`src/rtl/data_bus_bridge_pkg.sv`:
```
// data_bus_bridge_pkg: shared types and constants for the MEM-stage bus bridge.
//   state_t       bridge FSM states
//   MASK_*        byte-lane mask encodings (bit i selects byte lane i)
//   TIMEOUT_DEF   default REQ-state wait limit when DATA_BUS_BRIDGE_TIMEOUT_EN is defined
//   lane_expand   expands a 4-bit lane mask into a 32-bit bit mask
package data_bus_bridge_pkg;

    typedef enum logic [1:0] {
        ST_IDLE = 2'd0,
        ST_REQ  = 2'd1,
        ST_DONE = 2'd2
    } state_t;

    localparam logic [3:0] MASK_B0 = 4'b0001;
    localparam logic [3:0] MASK_B1 = 4'b0010;
    localparam logic [3:0] MASK_B2 = 4'b0100;
    localparam logic [3:0] MASK_B3 = 4'b1000;
    localparam logic [3:0] MASK_H0 = 4'b0011;
    localparam logic [3:0] MASK_H1 = 4'b1100;
    localparam logic [3:0] MASK_W  = 4'b1111;

    localparam int TIMEOUT_DEF = 64;

    function automatic logic [31:0] lane_expand(input logic [3:0] mask);
        logic [31:0] bits;
        bits = '0;
        for (int i = 0; i < 4; i++) begin
            bits[8*i +: 8] = {8{mask[i]}};
        end
        return bits;
    endfunction

endpackage

```
`src/rtl/data_bus_bridge_if.sv`:
```
// data_bus_bridge_if: MEM-stage request side plus system-bus side of the bridge.
//   MEM side : memCe, memWr, memRr, memAddr, wtData, w_mask, r_mask -> bridge
//              rdData, stall, err                                   <- bridge
//   Bus side : bus_req, bus_we, bus_addr, bus_wdata, bus_mask        <- bridge
//              bus_ack, bus_err, bus_rdata                           -> bridge
//   modport master : the bridge itself (it masters the bus on behalf of MEM)
//   modport slave  : the environment (MEM stage and bus target)
interface data_bus_bridge_if;

    logic        memCe;
    logic        memWr;
    logic        memRr;
    logic [31:0] memAddr;
    logic [31:0] wtData;
    logic [3:0]  w_mask;
    logic [3:0]  r_mask;
    logic [31:0] rdData;
    logic        stall;
    logic        err;

    logic        bus_req;
    logic        bus_we;
    logic [31:0] bus_addr;
    logic [31:0] bus_wdata;
    logic [3:0]  bus_mask;
    logic        bus_ack;
    logic        bus_err;
    logic [31:0] bus_rdata;

    modport master (
        input  memCe, memWr, memRr, memAddr, wtData, w_mask, r_mask,
        output rdData, stall, err,
        output bus_req, bus_we, bus_addr, bus_wdata, bus_mask,
        input  bus_ack, bus_err, bus_rdata
    );

    modport slave (
        output memCe, memWr, memRr, memAddr, wtData, w_mask, r_mask,
        input  rdData, stall, err,
        input  bus_req, bus_we, bus_addr, bus_wdata, bus_mask,
        output bus_ack, bus_err, bus_rdata
    );

endinterface

```
`src/rtl/data_bus_bridge_align_chk.sv`:
```
// bridge_align_chk: flags byte-lane masks that do not fit the low address bits.
//   addr_i       [1:0] low address bits
//   mask_i       [3:0] byte-lane mask
//   misaligned_o       1 when the access must not reach the bus
module bridge_align_chk
    import data_bus_bridge_pkg::*;
(
    input  logic [1:0] addr_i,
    input  logic [3:0] mask_i,
    output logic       misaligned_o
);

    always_comb begin
        misaligned_o = 1'b1;
        unique case (mask_i)
            MASK_W:                             misaligned_o = (addr_i != 2'b00);
            MASK_H0, MASK_H1:                   misaligned_o = addr_i[0];
            MASK_B0, MASK_B1, MASK_B2, MASK_B3: misaligned_o = 1'b0;
            default:                            misaligned_o = 1'b1;
        endcase
    end

endmodule

```
`src/rtl/data_bus_bridge.sv`:
```
// data_bus_bridge: turns MEM-stage load/store requests into single bus
// transactions, stalling the pipeline until the access completes.
//   clk  rising-edge clock
//   rst  synchronous active-high reset
//   io   data_bus_bridge_if.master (MEM request side and bus side)
// Optional feature: define DATA_BUS_BRIDGE_TIMEOUT_EN to abort a bus access
// after TIMEOUT REQ cycles without bus_ack/bus_err (err=1, rdData=0).
//
// state | meaning
// IDLE  | waiting for memCe with memWr/memRr; request latched on entry to REQ/DONE
// REQ   | bus_req high with latched address/data/mask, waiting for ack/err
// DONE  | one-cycle completion: stall low, rdData and err valid
module data_bus_bridge
    import data_bus_bridge_pkg::*;
#(
    parameter int TIMEOUT = TIMEOUT_DEF,
    parameter int WAIT_W  = 8
)
(
    input logic                clk,
    input logic                rst,
    data_bus_bridge_if.master  io
);

    if (TIMEOUT < 1 || TIMEOUT >= (1 << WAIT_W)) begin : g_bad_timeout
        $error("data_bus_bridge: TIMEOUT must be in 1 .. 2**WAIT_W-1");
    end

    state_t      state_q;
    logic [31:0] rd_data_q;
    logic        err_q;
    logic        bus_req_q;
    logic        bus_we_q;
    logic [31:0] addr_q;
    logic [31:0] wdata_q;
    logic [3:0]  mask_q;
    logic        conflict_q;
`ifdef DATA_BUS_BRIDGE_TIMEOUT_EN
    logic [WAIT_W-1:0] wait_q;
`endif

    logic       access_req;
    logic [3:0] req_mask;
    logic       misaligned;

    assign access_req = io.memCe & (io.memWr | io.memRr);
    // Simultaneous memWr/memRr is handled as a store, so the store mask wins.
    assign req_mask   = io.memWr ? io.w_mask : io.r_mask;

    bridge_align_chk u_align_chk (
        .addr_i       (io.memAddr[1:0]),
        .mask_i       (req_mask),
        .misaligned_o (misaligned)
    );

    always_ff @(posedge clk) begin
        if (rst) begin
            state_q    <= ST_IDLE;
            rd_data_q  <= '0;
            err_q      <= 1'b0;
            bus_req_q  <= 1'b0;
            bus_we_q   <= 1'b0;
            addr_q     <= '0;
            wdata_q    <= '0;
            mask_q     <= '0;
            conflict_q <= 1'b0;
`ifdef DATA_BUS_BRIDGE_TIMEOUT_EN
            wait_q     <= '0;
`endif
        end else begin
            unique case (state_q)
                ST_IDLE: begin
                    if (access_req) begin
                        addr_q     <= io.memAddr;
                        wdata_q    <= io.wtData;
                        mask_q     <= req_mask;
                        bus_we_q   <= io.memWr;
                        conflict_q <= io.memWr & io.memRr;
                        if (misaligned) begin
                            state_q   <= ST_DONE;
                            err_q     <= 1'b1;
                            rd_data_q <= '0;
                        end else begin
                            state_q   <= ST_REQ;
                            bus_req_q <= 1'b1;
`ifdef DATA_BUS_BRIDGE_TIMEOUT_EN
                            wait_q    <= '0;
`endif
                        end
                    end
                end
                ST_REQ: begin
                    if (io.bus_err) begin
                        state_q   <= ST_DONE;
                        bus_req_q <= 1'b0;
                        err_q     <= 1'b1;
                        rd_data_q <= '0;
                    end else if (io.bus_ack) begin
                        state_q   <= ST_DONE;
                        bus_req_q <= 1'b0;
                        err_q     <= conflict_q;
                        rd_data_q <= bus_we_q ? '0 : (io.bus_rdata & lane_expand(mask_q));
                    end
`ifdef DATA_BUS_BRIDGE_TIMEOUT_EN
                    else if (wait_q == WAIT_W'(TIMEOUT - 1)) begin
                        state_q   <= ST_DONE;
                        bus_req_q <= 1'b0;
                        err_q     <= 1'b1;
                        rd_data_q <= '0;
                    end else begin
                        wait_q <= wait_q + 1'b1;
                    end
`endif
                end
                ST_DONE: begin
                    // rdData/err are only meaningful for this single cycle.
                    state_q   <= ST_IDLE;
                    err_q     <= 1'b0;
                    rd_data_q <= '0;
                end
                default: begin
                    state_q   <= ST_IDLE;
                    bus_req_q <= 1'b0;
                    err_q     <= 1'b0;
                end
            endcase
        end
    end

    // The IDLE term must be combinational so the pipeline freezes in the
    // same cycle the request is presented.
    assign io.stall     = (state_q == ST_REQ) |
                          ((state_q == ST_IDLE) & access_req & ~rst);
    assign io.rdData    = rd_data_q;
    assign io.err       = err_q;
    assign io.bus_req   = bus_req_q;
    assign io.bus_we    = bus_we_q;
    assign io.bus_addr  = addr_q;
    assign io.bus_wdata = wdata_q;
    assign io.bus_mask  = mask_q;

endmodule

```
`src/flat_wrapper.sv`:
```
// flat-port wrapper written by rule: the top's interface ports become plain ports
module data_bus_bridge_flat import data_bus_bridge_pkg::*;
#(
    parameter int TIMEOUT = TIMEOUT_DEF,
    parameter int WAIT_W  = 8
)
  (clk, rst, io_memCe, io_memWr, io_memRr, io_memAddr, io_wtData, io_w_mask, io_r_mask, io_rdData, io_stall, io_err, io_bus_req, io_bus_we, io_bus_addr, io_bus_wdata, io_bus_mask, io_bus_ack, io_bus_err, io_bus_rdata);
  data_bus_bridge_if io_i ();
  input logic clk;
  input logic rst;
  input wire logic [$bits(io_i.memCe)-1:0] io_memCe;
  input wire logic [$bits(io_i.memWr)-1:0] io_memWr;
  input wire logic [$bits(io_i.memRr)-1:0] io_memRr;
  input wire logic [$bits(io_i.memAddr)-1:0] io_memAddr;
  input wire logic [$bits(io_i.wtData)-1:0] io_wtData;
  input wire logic [$bits(io_i.w_mask)-1:0] io_w_mask;
  input wire logic [$bits(io_i.r_mask)-1:0] io_r_mask;
  output wire logic [$bits(io_i.rdData)-1:0] io_rdData;
  output wire logic [$bits(io_i.stall)-1:0] io_stall;
  output wire logic [$bits(io_i.err)-1:0] io_err;
  output wire logic [$bits(io_i.bus_req)-1:0] io_bus_req;
  output wire logic [$bits(io_i.bus_we)-1:0] io_bus_we;
  output wire logic [$bits(io_i.bus_addr)-1:0] io_bus_addr;
  output wire logic [$bits(io_i.bus_wdata)-1:0] io_bus_wdata;
  output wire logic [$bits(io_i.bus_mask)-1:0] io_bus_mask;
  input wire logic [$bits(io_i.bus_ack)-1:0] io_bus_ack;
  input wire logic [$bits(io_i.bus_err)-1:0] io_bus_err;
  input wire logic [$bits(io_i.bus_rdata)-1:0] io_bus_rdata;
  assign io_i.memCe = io_memCe;
  assign io_i.memWr = io_memWr;
  assign io_i.memRr = io_memRr;
  assign io_i.memAddr = io_memAddr;
  assign io_i.wtData = io_wtData;
  assign io_i.w_mask = io_w_mask;
  assign io_i.r_mask = io_r_mask;
  assign io_rdData = io_i.rdData;
  assign io_stall = io_i.stall;
  assign io_err = io_i.err;
  assign io_bus_req = io_i.bus_req;
  assign io_bus_we = io_i.bus_we;
  assign io_bus_addr = io_i.bus_addr;
  assign io_bus_wdata = io_i.bus_wdata;
  assign io_bus_mask = io_i.bus_mask;
  assign io_i.bus_ack = io_bus_ack;
  assign io_i.bus_err = io_bus_err;
  assign io_i.bus_rdata = io_bus_rdata;
  data_bus_bridge #(.TIMEOUT(TIMEOUT), .WAIT_W(WAIT_W)) u_core (.clk(clk), .rst(rst), .io(io_i));
endmodule
```
`config.mk`:
```
export PLATFORM = sky130hd
export DESIGN_NAME = data_bus_bridge_flat
export DESIGN_NICKNAME = d
export VERILOG_FILES = /design/src/rtl/data_bus_bridge_pkg.sv /design/src/rtl/data_bus_bridge_if.sv /design/src/rtl/data_bus_bridge_align_chk.sv /design/src/rtl/data_bus_bridge.sv /design/src/flat_wrapper.sv
export SDC_FILE = /design/constraint.sdc
export NUM_CORES = 1
export LEC_CHECK = 0
export CAP_MARGIN = 20
export CORE_MARGIN = 10
export CORE_UTILIZATION = 43
export DETAILED_ROUTE_END_ITERATION = 10
export PLACE_DENSITY = 0.87
export SYNTH_ARGS = -nofsm -noshare
export SYNTH_HDL_FRONTEND = slang
export SYNTH_SLANG_ARGS = --single-unit
```
`constraint.sdc`:
```
create_clock -name clk -period 3.7 [get_ports clk]
set_input_delay 0.37 -clock clk [delete_from_list [all_inputs] [get_ports clk]]
set_output_delay 0.37 -clock clk [all_outputs]
set_load 0.005 [all_outputs]
```
==> out/qor.yml <==
cts:
  post_cts_buffers: 0
  clock-root-buffer: "clkbuf_8"
  clock-sinks: 106
  clock_latency_ns: 0.36
  clkTransAtPathRegs_ns: 0.11
  postCtsResizedCells: 0
  cts_max_level: 3
  cts_buffers: 9
  cts_buffer_depth: 2
  holdBufCountCts: 0
  cts_tree: "yes"
setup_path:
  reg2regPathDepth: 5
  endpoint_kind: "flop"
  cp.required_ns: 3.96
  crit_fanout: 15
  timing.rr.start: "u_core.state_q[0]$_SDFFE_PP0P_"
  ff2ff_setup_slack_ns: 1.31
  cp.arrival_ns: 3.09
  r2r_end: "u_core.io.rdData[26]$_SDFFE_PP0P_"
  crit_type: "in -> reg"
  startpoint: "io_memWr"
  cp_slowest_cell: "clkdlybuf4s50_1"
  worst_setup_path_start_kind: "input pin"
  worstPathCellList: "clkdlybuf4s50_1, or3b_1, a211oi_4, o211ai_2, a21o_1, a2111oi_2"
  endpoint: "u_core.state_q[0]$_SDFFE_PP0P_"
  critPathMaxStageDelay_ns: 0.79
finish:
  area_delta_synth_final_pct: 57.36
  layout-drive-gt1-share: 0.05926
  final_cell_mix: "clkdlybuf4s50_1, nand2_1, dfxtp_1"
  final_common_cell: "clkdlybuf4s50_1"
  n_antenna_cell: 0
  num-nets-final: 781
yosys:
  yosysWarningCount: 0
  synthSimpleGateAreaFrac: 0.1938
  yosysSeqAreaShare: 0.5057
  synthesis.area_mm2: 0.004197
  synth_xor_area_frac: 0
  syn_nets: 593
  async_reset_ff_frac: 0
  ys_types: 45
  syn_area_per_cell_um2: 8.706
  synthAdderAreaFrac: 0
  synth_mux_area_frac: 0.009541
  ys_ff_latch: 106
  synth_compound_area_frac: 0.2475
  synth_edf_count: 0
  synthCells: 482
  synth_top_family_by_area: "compound AO/OA/AOI/OAI gates"
  synthFlopType: "dfxtp_1"
die:
  die_w_um: 118.8
  core_area_mm2: 0.009371
  dieArea_mm2: 0.01411
  row_count: 35
  die_y_um: 118.8
  io_pins: 215
  initial_core_util: 0.4478
sta:
  final_hold_viol_count: 0
  max_freq_ghz: 0.3535
  period_minus_slack_ns: 2.829
  rsz0062_at_grt: "no"
  worst_slew_pin_slew_ns: 0.7567
  setup_viol: 0
  final_max_slew_viol_count: 0
  fin_setup_tns_ns: 0
  max_slew_margin: 0.4955
  clock_skew_ns: 0.01430
  finalCritPeriodShare: 0.7646
routing:
  routed_wl_mm: 14.49
  via_per_inst: 5.294
  drc: 0
  avgRoutedWirePerCell_um: 18.02
  drtIter0Drc: 242
  ant_nets: 0
  via_count: 4256
  dr.pass1.iters: 4
hold_path:
  hold_class: "in -> reg"
power:
  power_density_mw_per_mm2: 394.1
  p_leak_nw: 2.292
  finalPower_mw: 2.602
  peakVddDrop_v: 0.0002691
grt:
  grt.total_usage: 0.1957
  grt_pass1_vias: 4437
  grt_max_degree: 75
  grt_pass1_wl_mm: 22.83
  grt_remaining_overflow: 0
  antenna_found_initial: 0
placement:
  portBuffers: 214
  hpwl_mm: 11.18
  gp_congestion: 0.8100
run:
  max_cap_violations: 0
status:
  status: "finished clean"
## registers in the layout (all words and copies together), names as in the netlist
name	flops
u_core.io.bus_mask	4
u_core.io.rdData	32
u_core.io.bus_addr	32
u_core.io.bus_we	1
u_core.io.bus_wdata	32
u_core.io.bus_req	1
u_core.io.err	1
u_core.conflict_q	1
u_core.state_q	2
## area by class of cell
| cell class | instances | area, um2 |
|---|---|---|
| clock inverter | 7 | 80.08 |
| tap | 129 | 161.4 |
| clock buffer | 9 | 123.9 |
| inverter | 2 | 7.507 |
| timing repair buffer | 219 | 2203 |
| fill | 741 | 2768 |
| multi-input combinational | 332 | 1906 |
| sequential | 106 | 2122 |
## stage by stage
step,std cells,util,worst slack (ns),hold slack [ns],area (um2)
after detailed placement,787,0.6817,0.4727,0.4457,6389
after CTS,803,0.7035,0.8880,0.4242,6593
after floorplan,482,-,1.755,0.4319,4197
after global placement,787,0.6817,0.6011,0.4405,6389
final,804,0.7047,0.8709,0.4337,6604
after global routing,804,0.7047,0.7295,0.4537,6604
## logic make-up after synthesis
group,after synthesis
buffers and inverters,44
AOI/OAI and AO/OA,140
DFF,106
and+or+nand+nor,188
muxes,4
## critical path, delay by kind of cell
kind	cells	cell delay [ns]
compound gates	4	1.47
buf+inv	1	0.79
simple gates	1	0.46
## report_power, final
part	switching (mW)	internal [mW]	total, mW
Combinational	0.275	0.336	0.610
Clock	0.450	0.270	0.719
Sequential	0.0508	1.22	1.27
## layer usage
layer	track usage	up-vias	wire (um)
met3	0.1047	19	1776
met1	0.2024	1968	5522
met4	0.06336	0	294
met2	0.3330	195	6892
met5	0	-	0
li1	-	2074	-
## how the worst min path moves through the flow
stage	start	end	slack, ns	cells after the start
final	rst	u_core.io.bus_req$_SDFFE_PP0P_	0.43	3
after detailed placement	u_core.io.bus_addr[22]$_SDFFE_PP0P_	u_core.io.bus_addr[22]$_SDFFE_PP0P_	0.45	2
after CTS	rst	u_core.io.bus_req$_SDFFE_PP0P_	0.42	3
after global placement	u_core.io.bus_addr[16]$_SDFFE_PP0P_	u_core.io.bus_addr[16]$_SDFFE_PP0P_	0.44	2
after global routing	rst	u_core.io.bus_req$_SDFFE_PP0P_	0.45	3
after floorplan	u_core.conflict_q$_SDFFE_PP0P_	u_core.conflict_q$_SDFFE_PP0P_	0.43	2
## synth_stat cells (7+ instances only)
| master | n | area [um2] |
|---|---|---|
| nand2_1 | 140 | 525.5 |
| dfxtp_1 | 106 | 2122 |
| a21oi_1 | 67 | 335.3 |
| clkbuf_1 | 27 | 101.4 |
| a32o_1 | 24 | 240.2 |
| nor2_1 | 9 | 33.78 |
| a31oi_1 | 8 | 50.05 |
| buf_2 | 8 | 40.04 |
| nor2b_1 | 8 | 50.05 |
| nand2b_1 | 7 | 43.79 |
No activity file was read; power rests on OpenSTA's default activity.
